**config.mk**
```make
export PLATFORM = sky130hd
export DESIGN_NAME = calc_result_display_flat
export DESIGN_NICKNAME = d
export VERILOG_FILES = /design/src/rtl/calc_result_display_if.sv /design/src/rtl/calc_result_display.sv /design/src/flat_wrapper.sv
export SDC_FILE = /design/constraint.sdc
export NUM_CORES = 1
export LEC_CHECK = 0
export ABC_AREA = 1
export CAP_MARGIN = 40
export CORE_UTILIZATION = 45
export CTS_CLUSTER_SIZE = 10
export DETAILED_ROUTE_END_ITERATION = 10
export PLACE_DENSITY = 0.7
export SLEW_MARGIN = 20
export SYNTH_ARGS = -nofsm -noshare
export SYNTH_HDL_FRONTEND = slang
export SYNTH_SLANG_ARGS = --single-unit
```
**constraint.sdc**
```tcl
create_clock -name clk -period 3.5 [get_ports clk]
set_clock_uncertainty 0.2 [all_clocks]
set_input_delay 0.525 -clock clk [delete_from_list [all_inputs] [get_ports clk]]
set_output_delay 0.525 -clock clk [all_outputs]
set_load 0.02 [all_outputs]
```
**src/rtl/calc_result_display_if.sv**
```systemverilog
// calc_result_display_if
//   Groups the calculator result input and the seven-segment display outputs.
//   value : 8-bit unsigned calculator result (driven by the master)
//   seg   : {g,f,e,d,c,b,a}, active low
//   an    : digit anodes, active low, an[0] is the rightmost digit
//   dp    : decimal point, active low (always off)
//   busy  : high while a binary-to-BCD conversion is in progress
interface calc_result_display_if;
  logic [7:0] value;
  logic [6:0] seg;
  logic [3:0] an;
  logic       dp;
  logic       busy;

  modport master (output value, input seg, an, dp, busy);
  modport slave  (input value, output seg, an, dp, busy);
endinterface

```
**src/rtl/calc_result_display.sv**
```systemverilog
// calc_result_display
//   Converts an 8-bit unsigned result to three BCD digits with a sequential
//   shift-add-3 converter and scans them onto a four-digit common-anode
//   seven-segment display with leading-zero blanking.
//   clk : system clock, rising edge
//   rst : asynchronous active-high reset
//   bus : calc_result_display_if.slave (value in; seg, an, dp, busy out)
//   REFRESH_DIV : clocks per digit slot (minimum 2)
module calc_result_display #(
  parameter int REFRESH_DIV = 100000
) (
  input  logic                        clk,
  input  logic                        rst,
  calc_result_display_if.slave        bus
);

  localparam int RW = $clog2(REFRESH_DIV);
  localparam logic [RW-1:0] RCNT_LAST = RW'(REFRESH_DIV - 1);
  localparam logic [6:0]    SEG_BLANK = 7'h7F;

  typedef enum logic [1:0] {
    S_IDLE,
    S_SHIFT,
    S_DONE
  } state_e;

  state_e        state_q, state_d;
  logic [7:0]    cur_q, cur_d;
  logic [7:0]    cap_q, cap_d;      // value captured at conversion start
  logic [7:0]    shreg_q, shreg_d;
  logic [11:0]   bcd_q, bcd_d;
  logic [11:0]   bcd_adj;
  logic [2:0]    cnt_q, cnt_d;
  logic [3:0]    disp_h_q, disp_h_d;
  logic [3:0]    disp_t_q, disp_t_d;
  logic [3:0]    disp_o_q, disp_o_d;
  logic [1:0]    idx_q, idx_d;
  logic [RW-1:0] rcnt_q, rcnt_d;
  logic [6:0]    seg_q, seg_d;
  logic [3:0]    an_q, an_d;

  function automatic logic [6:0] seg_code(input logic [3:0] d);
    logic [6:0] s;
    case (d)
      4'd0:    s = 7'b1000000;
      4'd1:    s = 7'b1111001;
      4'd2:    s = 7'b0100100;
      4'd3:    s = 7'b0110000;
      4'd4:    s = 7'b0011001;
      4'd5:    s = 7'b0010010;
      4'd6:    s = 7'b0000010;
      4'd7:    s = 7'b1111000;
      4'd8:    s = 7'b0000000;
      4'd9:    s = 7'b0010000;
      default: s = SEG_BLANK;
    endcase
    return s;
  endfunction

  // Add-3 correction: any BCD nibble >= 5 would overflow past 9 after the shift.
  always_comb begin
    bcd_adj = bcd_q;
    for (int n = 0; n < 3; n++) begin
      if (bcd_q[n*4 +: 4] >= 4'd5) begin
        bcd_adj[n*4 +: 4] = bcd_q[n*4 +: 4] + 4'd3;
      end
    end
  end

  // Conversion FSM next-state logic.
  // NOTE: every signal assigned here gets a default first so no path leaves it
  // unassigned, which would otherwise infer a latch.
  always_comb begin
    state_d  = state_q;
    cur_d    = cur_q;
    cap_d    = cap_q;
    shreg_d  = shreg_q;
    bcd_d    = bcd_q;
    cnt_d    = cnt_q;
    disp_h_d = disp_h_q;
    disp_t_d = disp_t_q;
    disp_o_d = disp_o_q;

    case (state_q)
      S_IDLE: begin
        if (bus.value != cur_q) begin
          cap_d   = bus.value;
          shreg_d = bus.value;
          bcd_d   = '0;
          cnt_d   = '0;
          state_d = S_SHIFT;
        end
      end
      S_SHIFT: begin
        {bcd_d, shreg_d} = {bcd_adj, shreg_q} << 1;
        cnt_d = cnt_q + 3'd1;
        if (cnt_q == 3'd7) begin
          state_d = S_DONE;
        end
      end
      S_DONE: begin
        // All three digits commit together so the display never shows a mix.
        disp_h_d = bcd_q[11:8];
        disp_t_d = bcd_q[7:4];
        disp_o_d = bcd_q[3:0];
        cur_d    = cap_q;
        state_d  = S_IDLE;
      end
      default: state_d = S_IDLE;
    endcase
  end

  // Digit scan and segment selection; runs independently of the converter.
  always_comb begin
    rcnt_d = rcnt_q + RW'(1);
    idx_d  = idx_q;
    if (rcnt_q == RCNT_LAST) begin
      rcnt_d = '0;
      idx_d  = idx_q + 2'd1;
    end

    an_d = ~(4'b0001 << idx_q);

    case (idx_q)
      2'd0:    seg_d = seg_code(disp_o_q);
      2'd1:    seg_d = (disp_h_q == 4'd0 && disp_t_q == 4'd0) ? SEG_BLANK
                                                              : seg_code(disp_t_q);
      2'd2:    seg_d = (disp_h_q == 4'd0) ? SEG_BLANK : seg_code(disp_h_q);
      default: seg_d = SEG_BLANK;
    endcase
  end

  // NOTE: state registers use non-blocking assignments so every flop samples
  // the values from before the edge, independent of statement order.
  // NOTE: all registers, including the work registers, are reset so a
  // conversion interrupted by reset leaves nothing behind.
  always_ff @(posedge clk or posedge rst) begin
    if (rst) begin
      state_q  <= S_IDLE;
      cur_q    <= '0;
      cap_q    <= '0;
      shreg_q  <= '0;
      bcd_q    <= '0;
      cnt_q    <= '0;
      disp_h_q <= '0;
      disp_t_q <= '0;
      disp_o_q <= '0;
      idx_q    <= '0;
      rcnt_q   <= '0;
      seg_q    <= SEG_BLANK;
      an_q     <= 4'b1111;
    end else begin
      state_q  <= state_d;
      cur_q    <= cur_d;
      cap_q    <= cap_d;
      shreg_q  <= shreg_d;
      bcd_q    <= bcd_d;
      cnt_q    <= cnt_d;
      disp_h_q <= disp_h_d;
      disp_t_q <= disp_t_d;
      disp_o_q <= disp_o_d;
      idx_q    <= idx_d;
      rcnt_q   <= rcnt_d;
      seg_q    <= seg_d;
      an_q     <= an_d;
    end
  end

  assign bus.seg  = seg_q;
  assign bus.an   = an_q;
  assign bus.dp   = 1'b1;
  assign bus.busy = (state_q != S_IDLE);

endmodule

```
**src/flat_wrapper.sv**
```systemverilog
// flat-port wrapper written by rule: the top's interface ports become plain ports
module calc_result_display_flat 
#(
  parameter int REFRESH_DIV = 100000
)
  (clk, rst, bus_value, bus_seg, bus_an, bus_dp, bus_busy);
  calc_result_display_if bus_i ();
  input  logic clk;
  input  logic rst;
  input wire logic [$bits(bus_i.value)-1:0] bus_value;
  output wire logic [$bits(bus_i.seg)-1:0] bus_seg;
  output wire logic [$bits(bus_i.an)-1:0] bus_an;
  output wire logic [$bits(bus_i.dp)-1:0] bus_dp;
  output wire logic [$bits(bus_i.busy)-1:0] bus_busy;
  assign bus_i.value = bus_value;
  assign bus_seg = bus_i.seg;
  assign bus_an = bus_i.an;
  assign bus_dp = bus_i.dp;
  assign bus_busy = bus_i.busy;
  calc_result_display #(.REFRESH_DIV(REFRESH_DIV)) u_core (.clk(clk), .rst(rst), .bus(bus_i));
endmodule
```
=== Yosys cells after proc, flatten, opt, wreduce, memory -nomap -nowiden ===
Memory sizes are Yosys's and may differ from the RTL's.
Cells that the tools add are included.

* Input bits: 10
* Bits in registers: 83
* Word-level logic and storage cells: 62
* ROM bits: 336
* Output and inout bits: 13
* Memories: 3

{| class="wikitable"
|+ Memories
! memory !! depth !! width !! read ports !! clocked after Yosys merged registers in !! write ports !! line !! text
|-
| (no name shown) || 16 || 7 || 1 || 0 || 0 || calc_result_display.sv:44 || <nowiki>case (d)</nowiki>
|-
| (no name shown) || 16 || 7 || 1 || 0 || 0 || calc_result_display.sv:44 ||
|-
| (no name shown) || 16 || 7 || 1 || 0 || 0 || calc_result_display.sv:44 ||
|}

* $add $sub $neg: 6
* Reductions and logical operators: 10
* Bitwise gates (word level): 1
* Equality and inequality tests: 9
* Order comparisons: 3
* Shift-type cells: 1
* Multiplexer cells: 16

{| class="wikitable"
|+ Operator list
! cell !! count
|-
| $pmux W12 S2 || 1
|-
| $pmux W7 S3 || 1
|-
| $add A17 B1 Y17 const B || 1
|-
| $eq A17 B17 Y1 const B || 1
|-
| $mux W17 || 1
|-
| $pmux W8 S2 || 1
|-
| $mux W7 || 2
|-
| $ge A4 B3 Y1 const B || 3
|-
| $mux W12 || 1
|-
| $add A4 B2 Y4 const B || 2
|-
| $logic_not A4 Y1 || 2
|-
| $mux W4 || 2
|-
| $mux W8 || 1
|-
| $ne A8 B8 Y1 || 1
|-
| $mux W3 || 2
|-
| $pmux W3 S2 || 1
|-
| $reduce_and A2 Y1 || 3
|-
| $eq A2 B1 Y1 const B || 2
|-
| $eq A2 B2 Y1 const B || 2
|-
| $logic_not A2 Y1 || 2
|-
| $mux W2 || 2
|-
| $ne A2 B1 Y1 const B || 2
|-
| $not A4 Y4 || 1
|-
| $pmux W2 S2 || 1
|-
| 7 further kinds || 8
|}

=== Logic depth before layout (Yosys ltp) ===
* Depth after elaboration: 4
* Gate-level depth with buffers: 11
* Gate-level depth less buffers: 10

=== Least setup slack after synthesis ===
No wires, ideal clock.

* Kind: input -> register
* Start: in bus_value[0]
* End: reg u_core.shreg_q[1]
* Setup slack: 1,903 ps
* Stages on the path: 9
* Arrival: 1,280 ps
* Required time: 3,183 ps
* Setup time: 117 ps
* Buffers on the path: 1
* Path through: xnor2_1 > nand2_1 > nor2_1 > nand2_1 > nand2_1 > buf_4 > nand2_2 > nand2_1 > nand2_1

* Longest elaborated chain between the ends: 3

{| class="wikitable"
|+ Ends and longest elaborated chain
! what !! line !! text
|-
| start, declared || flat_wrapper.sv:10 || <nowiki>input wire logic [$bits(bus_i.value)-1:0] bus_value;</nowiki>
|-
| $ne A8 B8 Y1 || calc_result_display.sv:86 || <nowiki>if (bus.value != cur_q) begin</nowiki>
|-
| $ne A2 B1 Y1 (no line) || n/a ||
|-
| $reduce_and A2 Y1 (no line) || n/a ||
|-
| end signal, assigned || calc_result_display.sv:156 || <nowiki>shreg_q <= shreg_d;</nowiki>
|-
| end, declared || calc_result_display.sv:30 || <nowiki>logic [7:0] shreg_q, shreg_d;</nowiki>
|}

No other way between the ends.
A chain may end at the register's enable or synchronous reset.

=== Worst setup path after layout ===
* Start: reg u_core.state_q[1]
* End: out bus_busy

* Longest elaborated chain between the ends: 1

{| class="wikitable"
|+ Ends and longest elaborated chain
! what !! line !! text
|-
| start, declared || calc_result_display.sv:27 || <nowiki>state_e state_q, state_d;</nowiki>
|-
| start signal, assigned || calc_result_display.sv:153 || <nowiki>state_q <= state_d;</nowiki>
|-
| $reduce_bool A2 Y1 || calc_result_display.sv:172 || <nowiki>assign bus.busy = (state_q != S_IDLE);</nowiki>
|-
| end, declared || flat_wrapper.sv:14 || <nowiki>output wire logic [$bits(bus_i.busy)-1:0] bus_busy;</nowiki>
|}

No other way between the ends.

==> impl_metrics.py <==
metrics = {
    "setup_path": {
        "critPathLaunchType": "flip-flop",
        "crit_path_max_fanout": 3,
        "critical-path-top-delay-family": "buffers and inverters",
        "register_to_register_setup_slack_ns": 1.60,
        "crit_path_max_incr_delay_ns": 0.55,
        "critical_path.cell_chain": "nor2_1 -> inv_1 -> clkdlybuf4s50_1",
        "setup.worst_path.end_class": "output port",
        "cpMaxStageDelayCell": "clkdlybuf4s50_1",
        "crit_buf_inv": 2,
        "timing.reg2reg.worst_path_depth": 10,
        "path_class": "flip-flop to output port",
        "critical_path.reg2reg.startpoint": "u_core.cur_q[4]$_DFFE_PP0N_",
        "cp.required_ns": 2.77,
        "crit-reg2reg-capture": "u_core.cnt_q[0]$_DFFE_PP0P_",
        "worst-path-stages": 3,
        "cp_data_arrival_time_ns": 1.66,
    },
    "logic_synthesis": {
        "netlist.top_cell.by_area": "dfrtp_1",
        "seq_area_frac_synth_pct": 46.1,
        "yosysUniqueCellTypes": 35,
        "yosysMostFrequentCell": "nand2_1",
        "ys.warnings.count": 0,
        "synth_top_area_share_pct": 39.7,
        "avgSynthCellArea_um2": 8.29,
        "synth_commonest_cells": "nand2_1 (108), dfrtp_1 (72), inv_1 (70)",
        "synth.cell_area_um2": 4540,
        "synth_enable_flop_cells": 0,
        "postSynthNetCount": 587,
        "post_synth_inst_count": 547,
        "async_flop_share_pct": 100,
        "synth.ff_latch_count": 83,
        "yosys_most_used_dff": "dfrtp_1",
        "post_synth_main_area_contributors": "dfrtp_1 (40%), nand2_1 (8.9%), ha_1 (8.3%)",
    },
    "finish": {
        "design.final.nets": 610,
        "diodes": 0,
        "share_of_layout_cells_above_drive_strength_1_pct": 11.5,
        "sequential_cell_area_um2": 2090,
        "final_cell_area_um2": 5120,
        "layout_stage_area_growth_over_the_synthesis_result_pct": 12.9,
        "footprint_of_the_multi_input_gates_um2": 2080,
        "filler_cell_count": 894,
    },
    "placed_design": {
        "placedInstanceArea_um2": 4900,
        "numPortBuffers": 21,
        "dp_hpwl_um": 6150,
        "detailedPlace.worstSlack_ns": 1.01,
        "finalWeightedCongestion": 0.866,
    },
    "floorplanning": {
        "initial_cell_density_of_the_core_pct": 46.4,
        "floorplan.die.width_um": 102,
        "die-area_um2": 10500,
        "fp.coreArea_um2": 9770,
        "rows": 36,
        "boundaryPins": 23,
        "fp.dieH_um": 102,
    },
    "drt": {
        "detail_route.wl_per_cell_um": 11.8,
        "drc_marker_count_from_the_first_detailed_route_iteration": 136,
        "finalWirelength_um": 8350,
        "drt.antenna.violating_nets": 0,
        "drt_drc_violations_left": 0,
        "detailroute.via_count": 3476,
        "drt-pass1-iter-count": 4,
        "avgViaCountPerCell": 4.91,
    },
    "timing": {
        "worstMarginPinSlew_ns": 0.719,
        "maxClockFrequency_ghz": 0.420,
        "setup_tns_ns": 0,
        "finalSetupViolCount": 0,
        "report.final.slew_viol_count": 0,
        "rsz0062_at_grt": "false",
        "slew_headroom_pct": 52.0,
        "finalCriticalPeriod_ns": 2.38,
        "timing_hold_violations_final": 0,
        "post-route-period-util_pct": 68.1,
        "post-route-worst-setup-slack_ns": 1.12,
    },
    "run_status": {
        "run_status": "complete, no violations",
    },
    "global_routing": {
        "grt_pass1_vias": 3304,
        "antenna_found_initial": 0,
        "grt_first_pass_wirelength_um": 14600,
        "grt_max_degree": 44,
        "track_usage_pct": 17.9,
        "overflow_left_after_global_routing": 0,
    },
    "worst_hold_path": {
        "hold-path-endpoint": "u_core.rcnt_q[14]$_DFF_PP0_",
        "hold_start": "u_core.rcnt_q[14]$_DFF_PP0_",
        "hold_class": "flip-flop to flip-flop",
        "worstHoldPathCells": 1,
    },
    "clock_tree": {
        "cts_post_setup_buffers_inserted": 0,
        "number_of_buffers_on_the_longest_clock_path": 2,
        "cts_hold_repair.buffers": 0,
        "clk_pin_slew_worst_paths_ns": 0.09,
        "clock_insertion_delay_worst_skew_ns": 0.36,
        "cts_made_buffers": 9,
        "clock-sinks": 83,
        "clock_tree.htree_level_count": 3,
        "cts_tree": "done",
        "cts_root_buf": "clkbuf_8",
        "cts-resized-gates": 0,
    },
    "power_and_ir_drop": {
        "p_leak_uw": 0.00253,
        "p_per_area_nw_per_um2": 752,
        "irDropWorstVdd_uv": 390,
    },
    "job": {
        "max-cap-violations": 0,
    },
}
-- power breakdown --
part / leakage (uW) / total [uW] / switching [uW] / internal [uW]
sequential: 0.00103 / 1560 / 247 / 1310
combinational: 0.00140 / 1540 / 937 / 606
clock: 0.000103 / 754 / 355 / 399
-- routing by layer --
| layer | part of all wire [%] | global-route usage (%) | up-vias |
|---|---|---|---|
| li1 | - | - | 1803 |
| met3 | 3.1 | 3.90 | 9 |
| met4 | 1.3 | 6.15 | 0 |
| met1 | 48 | 22.9 | 1604 |
| met5 | 0 | 0 | - |
| met2 | 48 | 29.8 | 60 |
-- cell type report --
cell class,instances,area share [%]
sequential,83,40.8
multi-input combinational,370,40.6
inverter,80,5.89
timing repair buffer,26,5.23
tap,133,3.25
clock buffer,9,2.42
clock inverter,7,1.81
-- state kept, by name (all words and copies together), names as in the netlist --
| name | count |
|---|---|
| u_core.disp_o_q | 4 |
| u_core.idx_q | 2 |
| u_core.cap_q | 8 |
| u_core.shreg_q | 8 |
| u_core.state_q | 2 |
| u_core.cnt_q | 3 |
| u_core.bus.seg | 7 |
| u_core.bcd_q | 12 |
| u_core.disp_h_q | 4 |
| u_core.disp_t_q | 4 |
| u_core.bus.an | 4 |
| u_core.rcnt_q | 17 |
| u_core.cur_q | 8 |
-- cell usage in the layout, fill, tap and decap left out, drive strengths merged --
master	count
a21oi	24
a31oi	2
buf	5
bufinv	2
clkbuf	9
clkdlybuf4s50	21
clkinv	4
clkinvlp	2
conb	1
dfrtp	72
dfstp	11
ha	30
inv	79
mux2	5
nand2	112
nand3	41
nand3b	1
nand4	8
nor2	45
nor3	8
nor4	2
o211ai	4
o21ai	71
or2	2
xnor2	5
xor2	9
-- how the worst max path moves through the flow --
stage                                        from                            end  slack [ns]
global route        u_core.state_q[1]$_DFFE_PP0P_                       bus_busy        0.99
global placement                     bus_value[0]  u_core.state_q[0]$_DFFE_PP0P_        1.02
floorplan                                     rst    u_core.bcd_q[0]$_DFFE_PP0P_        0.66
detailed placement                   bus_value[4]    u_core.cnt_q[0]$_DFFE_PP0P_        1.01
finish              u_core.state_q[1]$_DFFE_PP0P_                       bus_busy        1.12
CTS                 u_core.state_q[1]$_DFFE_PP0P_                       bus_busy        1.10
-- cells by family (layout without fill, tap and decap cells) --
group	after synthesis	in the layout	share of synthesized area (%)
AO/OA/AOI/OAI	101	101	11.6
XOR/XNOR	14	14	2.70
adder cells (fa/ha/maj)	30	30	8.27
buffers and inverters	94	122	8.11
flip-flops	83	83	46.1
multiplexers	5	5	1.24
other	1	1	0.0827
AND/OR/NAND/NOR	219	219	21.9
-- metrics by stage --
stage,total power (uW),hold WS (ns),util (%),std cells
6_report,3850,0.270,52.4,708
5_1_grt,4220,0.286,52.4,708
4_1_cts,3880,0.279,52.4,708
3_5_place_dp,3120,0.259,50.2,692
3_3_place_gp,3050,0.247,50.0,691
2_1_floorplan,2710,0.230,-,547
Power figures use the tool's default switching activity.
